===== src/rtl/mult_share_ctrl_pkg.sv =====
// Shared definitions for the two-requester multiplier controller:
// state encoding, settle-counter width and the round-robin grant rule.
package mult_share_ctrl_pkg;

    localparam int CNT_W = 4;

    typedef enum logic [1:0] {
        ST_IDLE    = 2'd0,
        ST_COMPUTE = 2'd1,
        ST_DONE    = 2'd2
    } state_e;

    // Returns the winning requester index; on a tie the one that did not win last time.
    function automatic logic rr_grant(input logic v0, input logic v1, input logic last);
        logic g;
        if (v0 && v1) begin
            g = ~last;
        end else if (v1) begin
            g = 1'b1;
        end else begin
            g = 1'b0;
        end
        return g;
    endfunction

endpackage


===== src/rtl/mult_share_ctrl_multiplier.sv =====
// Unsigned array multiplier: one AND-gated partial-product row per bit of b,
// accumulated by a chain of row adders. Purely combinational.
module multiplier #(
    parameter int A_WIDTH = 4,
    parameter int B_WIDTH = 4
) (
    input  logic [A_WIDTH-1:0]         a,
    input  logic [B_WIDTH-1:0]         b,
    output logic [A_WIDTH+B_WIDTH-1:0] p
);

    localparam int PW = A_WIDTH + B_WIDTH;

    logic [PW-1:0] row_sum_s [B_WIDTH+1];

    assign row_sum_s[0] = {PW{1'b0}};

    for (genvar i = 0; i < B_WIDTH; i++) begin : g_row
        logic [PW-1:0] pp_s;
        assign pp_s             = {{B_WIDTH{1'b0}}, a & {A_WIDTH{b[i]}}} << i;
        assign row_sum_s[i + 1] = row_sum_s[i] + pp_s;
    end

    assign p = row_sum_s[B_WIDTH];

endmodule


===== src/rtl/mult_share_ctrl.sv =====
// Arbitrates two requesters onto one array multiplier; the product is given
// SETTLE_CYCLES cycles to settle (multicycle path) before being captured.
module mult_share_ctrl
    import mult_share_ctrl_pkg::*;
#(
    parameter int OPER_LENGTH   = 3,
    parameter int SETTLE_CYCLES = 2
) (
    input  logic                       CLK,
    input  logic                       RST,
    input  logic                       Req0Valid,
    output logic                       Req0Ready,
    input  logic [OPER_LENGTH-1:0]     Req0X,
    input  logic [OPER_LENGTH-1:0]     Req0Y,
    input  logic                       Req1Valid,
    output logic                       Req1Ready,
    input  logic [OPER_LENGTH-1:0]     Req1X,
    input  logic [OPER_LENGTH-1:0]     Req1Y,
    output logic                       RespValid,
    input  logic                       RespReady,
    output logic                       RespId,
    output logic [2*OPER_LENGTH-1:0]   RespResult
);

    localparam logic [CNT_W-1:0] SETTLE_LOAD = CNT_W'(SETTLE_CYCLES - 1);

    state_e                      state_q, state_d;
    logic [OPER_LENGTH-1:0]      opx_q, opx_d;
    logic [OPER_LENGTH-1:0]      opy_q, opy_d;
    logic [2*OPER_LENGTH-1:0]    result_q, result_d;
    logic [CNT_W-1:0]            cnt_q, cnt_d;
    logic                        id_q, id_d;
    logic                        last_q, last_d;
    logic [2*OPER_LENGTH-1:0]    prod_s;
    logic                        grant_s;
    logic                        rdy0_s;
    logic                        rdy1_s;

    // Operands are only written on acceptance, so the multiplier inputs stay frozen through COMPUTE.
    multiplier #(
        .A_WIDTH(OPER_LENGTH),
        .B_WIDTH(OPER_LENGTH)
    ) u_multiplier (
        .a(opx_q),
        .b(opy_q),
        .p(prod_s)
    );

    // Next-state, grant and operand/result capture logic.
    always_comb begin
        state_d  = state_q;
        opx_d    = opx_q;
        opy_d    = opy_q;
        result_d = result_q;
        cnt_d    = cnt_q;
        id_d     = id_q;
        last_d   = last_q;
        rdy0_s   = 1'b0;
        rdy1_s   = 1'b0;
        grant_s  = rr_grant(Req0Valid, Req1Valid, last_q);

        case (state_q)
            ST_IDLE: begin
                rdy0_s = Req0Valid & ~grant_s;
                rdy1_s = Req1Valid & grant_s;
                if (rdy0_s || rdy1_s) begin
                    if (grant_s) begin
                        opx_d = Req1X;
                        opy_d = Req1Y;
                    end else begin
                        opx_d = Req0X;
                        opy_d = Req0Y;
                    end
                    id_d    = grant_s;
                    last_d  = grant_s;
                    cnt_d   = SETTLE_LOAD;
                    state_d = ST_COMPUTE;
                end else begin
                    state_d = ST_IDLE;
                end
            end
            ST_COMPUTE: begin
                if (cnt_q == {CNT_W{1'b0}}) begin
                    result_d = prod_s;
                    state_d  = ST_DONE;
                end else begin
                    cnt_d   = cnt_q - CNT_W'(1);
                    state_d = ST_COMPUTE;
                end
            end
            ST_DONE: begin
                if (RespReady) begin
                    state_d = ST_IDLE;
                end else begin
                    state_d = ST_DONE;
                end
            end
            default: begin
                state_d = ST_IDLE;
            end
        endcase
    end

    // State and datapath registers; reset drops any operation in flight.
    always_ff @(posedge CLK or posedge RST) begin
        if (RST) begin
            state_q  <= ST_IDLE;
            opx_q    <= {OPER_LENGTH{1'b0}};
            opy_q    <= {OPER_LENGTH{1'b0}};
            result_q <= {(2*OPER_LENGTH){1'b0}};
            cnt_q    <= {CNT_W{1'b0}};
            id_q     <= 1'b0;
            last_q   <= 1'b1;
        end else begin
            state_q  <= state_d;
            opx_q    <= opx_d;
            opy_q    <= opy_d;
            result_q <= result_d;
            cnt_q    <= cnt_d;
            id_q     <= id_d;
            last_q   <= last_d;
        end
    end

    assign Req0Ready  = rdy0_s;
    assign Req1Ready  = rdy1_s;
    assign RespValid  = (state_q == ST_DONE);
    assign RespId     = id_q;
    assign RespResult = result_q;

endmodule


===== config.mk =====
export PLATFORM = sky130hd
export DESIGN_NAME = mult_share_ctrl
export DESIGN_NICKNAME = d
export VERILOG_FILES = /design/src/rtl/mult_share_ctrl_pkg.sv /design/src/rtl/mult_share_ctrl_multiplier.sv /design/src/rtl/mult_share_ctrl.sv
export SDC_FILE = /design/constraint.sdc
export NUM_CORES = 1
export LEC_CHECK = 0
export BUFFER_PORTS_ARGS = -buffer_cell sky130_fd_sc_hd__buf_2
export CAP_MARGIN = 20
export CORE_MARGIN = 2
export CORE_UTILIZATION = 45
export CTS_CLUSTER_DIAMETER = 200
export DETAILED_ROUTE_END_ITERATION = 7
export HOLD_SLACK_MARGIN = 0.15
export PLACE_DENSITY = 0.71
export SLEW_MARGIN = 30
export SYNTH_ARGS = -nofsm -noshare
export SYNTH_HDL_FRONTEND = slang
export SYNTH_SLANG_ARGS = --single-unit
export TNS_END_PERCENT = 30

===== constraint.sdc =====
create_clock -name CLK -period 5.9 [get_ports CLK]
set_input_delay 0.295 -clock CLK [delete_from_list [all_inputs] [get_ports CLK]]
set_output_delay 0.295 -clock CLK [all_outputs]
set_load 0.02 [all_outputs]

==> results of run 1 <==
[cell families (layout without fill, tap and decap cells)]
| kind of cell | count (synthesis) | in the layout | synth area share, % |
|---|---|---|---|
| flops | 20 | 20 | 44.4 |
| simple gates | 29 | 29 | 15.3 |
| fa+ha+maj | 9 | 9 | 11.3 |
| compound gates | 33 | 33 | 17.4 |
| mux | 8 | 8 | 7.31 |
| xor+xnor | 1 | 1 | 0.775 |
| buf+inv | 10 | 38 | 3.54 |
[worst max-delay path, stage by stage (launching register included)]
cell and delay [ns]:
dfrtp_1 0.43, nor2_1 0.72, and3_1 0.27, buf_2 0.16
[how the worst max path moves through the flow]
stage / from / end / slack [ns]
2_1_floorplan: opx_q[0]$_DFFE_PP0N_ / RespResult[4]$_DFFE_PP0P_ / 3.93
3_3_place_gp: opx_q[0]$_DFFE_PP0N_ / RespResult[4]$_DFFE_PP0P_ / 3.90
3_5_place_dp: opx_q[0]$_DFFE_PP0N_ / RespResult[4]$_DFFE_PP0P_ / 3.85
4_1_cts: state_q[0]$_DFF_PP0_ / Req0Ready / 3.71
5_1_grt: state_q[0]$_DFF_PP0_ / Req0Ready / 3.56
6_report: state_q[0]$_DFF_PP0_ / Req0Ready / 3.72
[through the flow]
step | power [mW] | utilization (%) | hold WS [ns] | cell area [µm²]
CTS | 0.731 | 54.3 | 0.151 | 1320
detailed placement | 0.659 | 52.8 | 0.465 | 1280
finish | 0.717 | 54.3 | 0.164 | 1320
floorplan | 0.554 | - | 0.258 | 1130
global placement | 0.636 | 52.8 | 0.458 | 1280
global route | 0.793 | 54.3 | 0.157 | 1320
[Yosys cell counts, drive strengths merged (2+ instances only)]
library cell	count	share of area [%]
nor3	3	1.3
mux2	2	2.0
buf	2	0.89
nand2	5	1.7
o21ai	10	4.4
inv	7	2.3
a21o	2	1.3
dfrtp	19	42
ha	7	7.8
a31oi	7	3.9
a31o	2	1.6
fa	2	3.5
nor2b	2	1.1
and2	8	4.4
nand2b	2	1.1
mux2i	6	5.3
a21oi	9	4.0
or2	2	1.1
[state kept, by name, indices dropped and copies added, names as in the netlist]
signal,flops
RespId,1
opx_q,3
state_q,2
opy_q,3
last_q,1
RespResult,6
cnt_q,4
[cell type report]
type / count / area share, %
Timing Repair Buffer: 27 / 10.6
Sequential cell: 20 / 38.0
Tap cell: 30 / 2.84
Inverter: 7 / 1.99
Multi-Input combinational cell: 80 / 44.5
Clock buffer: 4 / 1.99
[where the power goes]
group          total (mW)  internal [mW]  switching (mW)
registers           0.249          0.203          0.0454
clock network      0.0678         0.0263          0.0415
logic               0.400          0.177           0.223
[layer usage]
layer  GRT usage (%)  vias to the layer above
met5               0                        -
met1            17.9                      392
met2            28.0                       22
met4            7.50                        0
met3            2.50                        2
li1                -                      449
==> results.yml, run 1 <==
detailed_routing:
  dr_wl_met3_um: 88
  wl_um: 2040
  routed_via_density: 5.15
  highest_layer: "met4"
  postRouteAntennaNets: 0
  dr.pass1.iters: 4
  wl_met1_um: 943
  drt_iter0_drc: 17
  routed-wl-met2_um: 991
  drc: 0
  num_vias: 865
  wl_per_cell_um: 12.1
clock_tree:
  post_cts_buffers: 0
  clk_pin_slew_ns: 0.11
  cts-htree-levels: 1
  post_cts_resized: 0
  clock_latency_ns: 0.30
  holdBufCountCts: 1
  ctsLongestPathBuffers: 2
  cts_made_buffers: 3
  clock-root-buffer: "clkbuf_4"
  clkSinkCount: 20
  cts_tree: "done"
worst_setup_path:
  reg2reg_slack_ns: 3.84
  startpoint_type: "register"
  cp_max_fo: 16
  path_class: "register to primary output"
  cp_data_required_time_ns: 5.61
  reg2reg_depth: 7
  cp-end-kind: "primary output"
  cp.arrival_ns: 1.89
  reg2reg_from: "opx_q[0]$_DFFE_PP0N_"
  r2r_end: "RespResult[4]$_DFFE_PP0P_"
yosys:
  syn_inst: 110
  synth_area_per_cell_um2: 10.3
  synth_nets: 136
  synth_cell_types: 33
  synth_seq_cells: 20
  synth_edf_count: 0
  synth.yosys.warnings: 0
  yosysSeqAreaShare_pct: 44.4
  async_flop_share_pct: 100
  syn-cell-area_um2: 1130
  synth_flop_cell: "dfrtp_1"
global_routing:
  grt_pass1_wl_um: 3240
  grt_max_degree: 21
  overflow: 0
  grt_antenna_before_repair: 0
  track_usage_pct: 15.6
  grt_pass1_vias: 754
final_layout:
  drive_gt1_share_pct: 26.1
  multi_input_area_um2: 588
  final_cell_mix: "26 x buf_2, 19 x dfrtp_1, 10 x o21ai_0, 9 x a21oi_1, 8 x and2_1"
  syn_to_final_growth_pct: 16.8
  num-fill-cells: 239
  final_common_cell: "buf_2"
  regArea_um2: 502
  stdcell_count: 168
  finalNetCount: 165
  num_antenna_cells: 0
timing:
  fin_skew_ns: 0.00249
  final_max_slew_viol_count: 0
  fin_crit_sh_pct: 37.0
  setup_viol: 0
  finalHoldViolCount: 0
  slew_headroom_pct: 39.3
  rsz0062_at_grt: "false"
  tightest_slew_ns: 0.907
  fmax_ghz: 0.458
  fin_setup_tns_ns: 0
  period_needed_ns: 2.18
  setup_ws_ns: 3.72
run:
  cap_violations: 0
placed_design:
  dp_cells: 163
  hpwl_um: 1590
  pre_cts_ws_ns: 3.85
  gp_congestion: 0.758
  port_buffers: 26
floorplan:
  core_area_um2: 2430
  dieArea_um2: 2930
  io-pin-count: 27
  rows: 18
  die-height_um: 54.1
  fp.dieW_um: 54.1
  start_util_pct: 46.5
pwr:
  power_density_nw_per_um2: 543
  p_leak_nw: 0.667
  ir_worst_vdd_v: 0.000254
hold_path:
  hold_class: "input pin to register"
  worstHoldStart: "Req0Valid"
  hold_depth: 2
  holdPathEnd: "last_q$_DFFE_PP1N_"
status:
  status: "completed"
(Power assumes the default switching activity.)
==> run 2: changes to the inputs <==
- ABC_AREA: default -> 1
- PLACE_DENSITY: 0.71 -> 0.7
- clock period: 5.9 -> 2.1 ns (I/O delays scaled with it)
==> run 2 against run 1 <==
- clock skew about the same
- sequential share of layout area decreased by 6.3 points
- flip-flop and latch count unchanged
- cell count increased by 36%
- combinational power increased to 2.5 times the previous value
- critical path depth increased by 5
- sequential power increased to 2.7 times the previous value
- non-clock buffer count increased by 18
- area after synthesis increased by 4.2%
- via count increased by 22%
- critical endpoint is now RespResult[4]$_DFFE_PP0P_
- largest power group unchanged
==> results.yml, run 2 <==
status:
  status: "completed"
clock_tree:
  cts-htree-levels: 1
  clock-root-buffer: "clkbuf_4"
  cts_made_buffers: 3
  clk_pin_slew_ns: 0.12
  cts_tree: "done"
  clock_latency_ns: 0.29
  ctsLongestPathBuffers: 2
  clkSinkCount: 20
final_layout:
  syn_to_final_growth_pct: 34.2
  num-fill-cells: 225
  finalNetCount: 226
  final_common_cell: "nand2_1"
  drive_gt1_share_pct: 26.1
  num_antenna_cells: 0
  largest_reg_flops: 6
  final_cell_mix: "64 x nand2_1, 26 x buf_2, 20 x inv_1, 19 x dfrtp_1, 14 x dlygate4sd3_1"
yosys:
  synth_cell_types: 23
  yosysSeqAreaShare_pct: 42.6
  synth_area_per_cell_um2: 7.80
  syn_inst: 151
  synth.yosys.warnings: 0
  synth_top_family_by_area: "simple AND/OR/NAND/NOR gates"
  synth_edf_count: 0
  synthSimpleGateAreaFrac_pct: 30.7
  synth_flop_cell: "dfrtp_1"
  synth_compound_area_share_pct: 5.84
  synthTopCellsByCount: "64 x nand2_1, 21 x inv_1, 19 x dfrtp_1"
  synth_area_leaders: "dfrtp_1 40%, nand2_1 20%, ha_1 7.4%, inv_1 6.7%, fa_1 3.4%"
  synthAdderAreaFrac_pct: 10.8
  yosysTopAreaCellShare_pct: 40.4
  synth_nets: 177
  synth_xor_area_share_pct: 1.49
  synth_area_leader_cell: "dfrtp_1"
  async_flop_share_pct: 100
  synth.most_common_cell: "nand2_1"
  syn-cell-area_um2: 1180
  synth_seq_cells: 20
  synth_mux_area_share_pct: 0
floorplan:
  rows: 18
  core_area_um2: 2480
  die-height_um: 55.2
  fp.dieW_um: 55.2
  dieArea_um2: 3040
  start_util_pct: 47.5
  io-pin-count: 27
timing:
  fin_setup_tns_ns: 0
  period_needed_ns: 2.01
  final_max_slew_viol_count: 0
  fin_skew_ns: 0.00283
  setup_viol: 0
  finalHoldViolCount: 0
  setup_ws_ns: 0.0912
  rsz0062_at_grt: "false"
  fin_crit_sh_pct: 95.7
  fmax_ghz: 0.498
  slew_headroom_pct: 50.9
  tightest_slew_ns: 0.735
global_routing:
  track_usage_pct: 18.1
  grt_antenna_before_repair: 0
  overflow: 0
  grt_pass1_vias: 967
  grt_max_degree: 21
  grt_pass1_wl_um: 3880
worst_setup_path:
  cp.arrival_ns: 2.24
  path_class: "register to register"
  cp-end-kind: "register"
  cp_max_fo: 4
  cp_data_required_time_ns: 2.33
  startpoint_type: "register"
detailed_routing:
  postRouteAntennaNets: 0
  wl_um: 2380
  dr.pass1.iters: 4
  wl_per_cell_um: 10.4
  num_vias: 1053
  routed_via_density: 4.60
  drc: 0
  drt_iter0_drc: 16
run:
  cap_violations: 0
placed_design:
  pre_cts_ws_ns: 0.0551
  gp_congestion: 0.715
  hpwl_um: 1680
  port_buffers: 26
hold_path:
  hold_class: "input pin to register"
pwr:
  ir_worst_vdd_v: 0.000860
  power_density_nw_per_um2: 1250
  p_leak_nw: 0.946
==> run 2: cells by family (layout without fill, tap and decap cells) <==
family | after synthesis | after routing
flops | 20 | 20
fa+ha+maj | 9 | 9
buf+inv | 25 | 73
xor+xnor | 2 | 2
simple gates | 84 | 84
compound gates | 11 | 11
==> run 2: report_power, final <==
group          leakage, nW  switching, mW  internal [mW]
clock network       0.0279          0.118          0.193
logic                0.665          0.607          0.403
registers            0.253          0.115          0.545
total                0.946          0.840           1.14
==> run 2: metal layers <==
| metal | part of all wire [%] | up-vias | track usage [%] |
|---|---|---|---|
| met3 | 4.0 | 2 | 2.42 |
| met4 | 0.80 | 0 | 6.10 |
| met1 | 42 | 472 | 21.1 |
| met5 | 0 | - | 0 |
| met2 | 53 | 25 | 33.9 |
| li1 | - | 554 | - |
==> run 2: final cells by class <==
type	count	area, µm²	share of cell area [%]
repair buffers	45	308	19.5
well taps	30	37.5	2.38
multi-input cells	106	588	37.2
inverters	24	92.6	5.86
clock buffers	3	22.5	1.43
flip-flops and latches	20	502	31.7
clock inverters	1	30.0	1.90
==> run 2: timing repair <==
| item | CTS | global route |
|---|---|---|
| hold buffers | 14 | 0 |
| buffers inserted | 0 | 5 |
| hold endpoints to repair | 26 | 0 |
| endpoints found under the setup margin | 0 | 1 |
| resized for setup | 0 | 4 |
==> run 2: path summary, 6_finish.rpt <==
check,slack [ns],startpoint,depth (start not counted),end
max in group asynchronous,1.18,RST,3,RespResult[5]$_DFFE_PP0P_
min reg2reg,0.48,last_q$_DFFE_PP1N_,2,last_q$_DFFE_PP1N_
min in group asynchronous,0.46,RST,3,cnt_q[0]$_DFFE_PP0P_
min,0.22,Req0Valid,4,last_q$_DFFE_PP1N_
max,0.09,opx_q[2]$_DFFE_PP0N_,8,RespResult[4]$_DFFE_PP0P_
max reg2reg,0.09,opx_q[2]$_DFFE_PP0N_,8,RespResult[4]$_DFFE_PP0P_
==> run 2: stage by stage <==
| step | hold slack [ns] | total power, mW | utilization (%) | instances | cell area (µm²) |
|---|---|---|---|---|---|
| floorplan | 0.0681 | 1.37 | - | 151 | 1180 |
| global placement | 0.251 | 1.54 | 54.0 | 206 | 1340 |
| detailed placement | 0.263 | 1.57 | 54.0 | 206 | 1340 |
| CTS | 0.223 | 1.93 | 61.8 | 224 | 1530 |
| global route | 0.238 | 2.18 | 63.8 | 229 | 1580 |
| finish | 0.220 | 1.98 | 63.8 | 229 | 1580 |
==> run 2: worst max-delay path: stages, from the launching register on <==
cell and delay [ns]:
dfrtp_1 0.43, nand2_1 0.09, inv_2 0.04, fa_1 0.53, ha_2 0.17, inv_1 0.06
fa_2 0.37, xor2_2 0.15, o21ai_2 0.10
==> run 3: changes to the inputs <==
- RECOVER_POWER: default -> 50
==> run 3 against run 2 <==
- register-to-register slack about the same
- die area stayed put
- power fell by 0.41%
- cell count unchanged
- largest cell class unchanged
==> results.yml, run 3 (synthesis results as in run 2) <==
status:
  status: "completed"
pwr:
  combPwrFrac_pct: 50.6
  p_int_mw: 1.13
  p_sw_uw: 843
  sw_frac_of_total_pct: 42.8
  ir_worst_vdd_v: 0.000859
  power_mw: 1.97
  power_density_nw_per_um2: 1260
  p_seq_share_pct: 33.5
  clkPwrFrac_pct: 15.8
  p_leak_nw: 0.919
clock_tree:
  clkSinkCount: 20
  clock-root-buffer: "clkbuf_4"
  cts_tree: "done"
  cts_made_buffers: 3
  cts-htree-levels: 1
  clk_pin_slew_ns: 0.12
  clock_latency_ns: 0.29
  ctsLongestPathBuffers: 2
floorplan:
  start_util_pct: 47.5
  dieArea_um2: 3040
  die-height_um: 55.2
  rows: 18
  fp.dieW_um: 55.2
  io-pin-count: 27
  core_area_um2: 2480
final_layout:
  regArea_um2: 502
  final_cell_mix: "64 x nand2_1, 20 x inv_1, 19 x dfrtp_1, 19 x buf_2, 14 x dlygate4sd3_1"
  num-fill-cells: 230
  num_antenna_cells: 0
  largest_reg_flops: 6
  multi_input_area_um2: 588
  syn_to_final_growth_pct: 33.5
  final_common_cell: "nand2_1"
  stdcell_count: 229
  drive_gt1_share_pct: 22.6
  post-route-util_pct: 63.4
  finalNetCount: 226
detailed_routing:
  drt_iter0_drc: 16
  wl_um: 2400
  dr.pass1.iters: 4
  wl_per_cell_um: 10.5
  postRouteAntennaNets: 0
  routed_via_density: 4.60
  num_vias: 1053
  drc: 0
worst_setup_path:
  startpoint_type: "register"
  cp_data_required_time_ns: 2.33
  crit_chain: "nand2_1, inv_2, fa_1, ha_2, inv_1, fa_2, xor2_2, o21ai_2"
  cpPeakStageDelay_ns: 0.53
  path_class: "register to register"
  cp_max_fo: 4
  reg2reg_slack_ns: 0.09
  cp-end-kind: "register"
  crit_slowest_cell: "fa_1"
  cp.arrival_ns: 2.24
timing:
  fmax_ghz: 0.498
  period_needed_ns: 2.01
  finalHoldViolCount: 0
  final_max_slew_viol_count: 0
  slew_headroom_pct: 50.9
  timing.hold.ws_ns: 0.219
  tightest_slew_ns: 0.736
  fin_skew_ns: 0.00239
  fin_crit_sh_pct: 95.6
  rsz0062_at_grt: "false"
  setup_viol: 0
  fin_setup_tns_ns: 0
global_routing:
  grt_max_degree: 21
  track_usage_pct: 18.1
  overflow: 0
  grt_pass1_wl_um: 3880
  grt_pass1_vias: 967
  grt_antenna_before_repair: 0
placed_design:
  hpwl_um: 1680
  gp_congestion: 0.715
  dp_cells: 206
  port_buffers: 26
run:
  cap_violations: 0
hold_path:
  hold_class: "input pin to register"
==> run 3: changes by cell type in the layout (fill, tap and decap cells not counted), sizes merged <==
cell and delta:
buf -7, clkbuf +7
==> run 3: power groups by stage <==
stage | clock network (mW) | logic, mW | registers, mW
after floorplan | 0 | 0.671 | 0.699
after global placement | 0 | 0.884 | 0.658
after detailed placement | 0 | 0.903 | 0.669
after global routing | 0.340 | 1.15 | 0.681
after CTS | 0.321 | 0.951 | 0.661
final | 0.312 | 0.999 | 0.661
==> run 3: final timing paths <==
kind / startpoint / end / cells past startpoint
worst max-delay path: opx_q[2]$_DFFE_PP0N_ / RespResult[4]$_DFFE_PP0P_ / 8
worst min-delay path: Req0Valid / last_q$_DFFE_PP1N_ / 4
worst max register to register: opx_q[2]$_DFFE_PP0N_ / RespResult[4]$_DFFE_PP0P_ / 8
worst min register to register: last_q$_DFFE_PP1N_ / last_q$_DFFE_PP1N_ / 2
max in group asynchronous: RST / RespResult[4]$_DFFE_PP0P_ / 3
min in group asynchronous: RST / cnt_q[0]$_DFFE_PP0P_ / 3
==> run 3: metal layers <==
metal / up-vias / global-route usage (%) / part of all wire (%) / routed length, µm
met2: 25 / 33.9 / 52 / 1260
met5: - / 0 / 0 / 0
li1: 554 / - / - / -
met1: 472 / 21.1 / 43 / 1020
met3: 2 / 2.42 / 4.1 / 99
met4: 0 / 6.10 / 0.79 / 19
==> run 3: area by class of cell <==
cell class,count,share of cell area (%)
inverter,24,5.89
multi-input combinational,106,37.4
clock inverter,1,1.91
timing repair buffer,45,19.0
clock buffer,3,1.43
sequential,20,31.9
tap,30,2.39
==> run 3: what timing repair did <==
action	4_1_cts	5_1_grt
resized for setup	0	4
setup buffers	0	5
hold buffers	14	0
setup endpoints to repair	0	1
hold endpoints to repair	26	0
==> run 3: per-stage QoR <==
stage	area (µm²)	setup slack, ns
finish	1570	0.0922
global route	1570	0.00335
CTS	1530	0.0427
detailed placement	1340	0.0551
global placement	1340	0.127
floorplan	1180	0.162
==> run 3: critical path: cells and delay by family (launching register included) <==
kind | cells | cell delay, ns
AND/OR/NAND/NOR | 1 | 0.09
adder cells (fa/ha/maj) | 3 | 1.07
flip-flops | 1 | 0.43
XOR/XNOR | 1 | 0.15
buffers and inverters | 2 | 0.10
AO/OA/AOI/OAI | 1 | 0.10
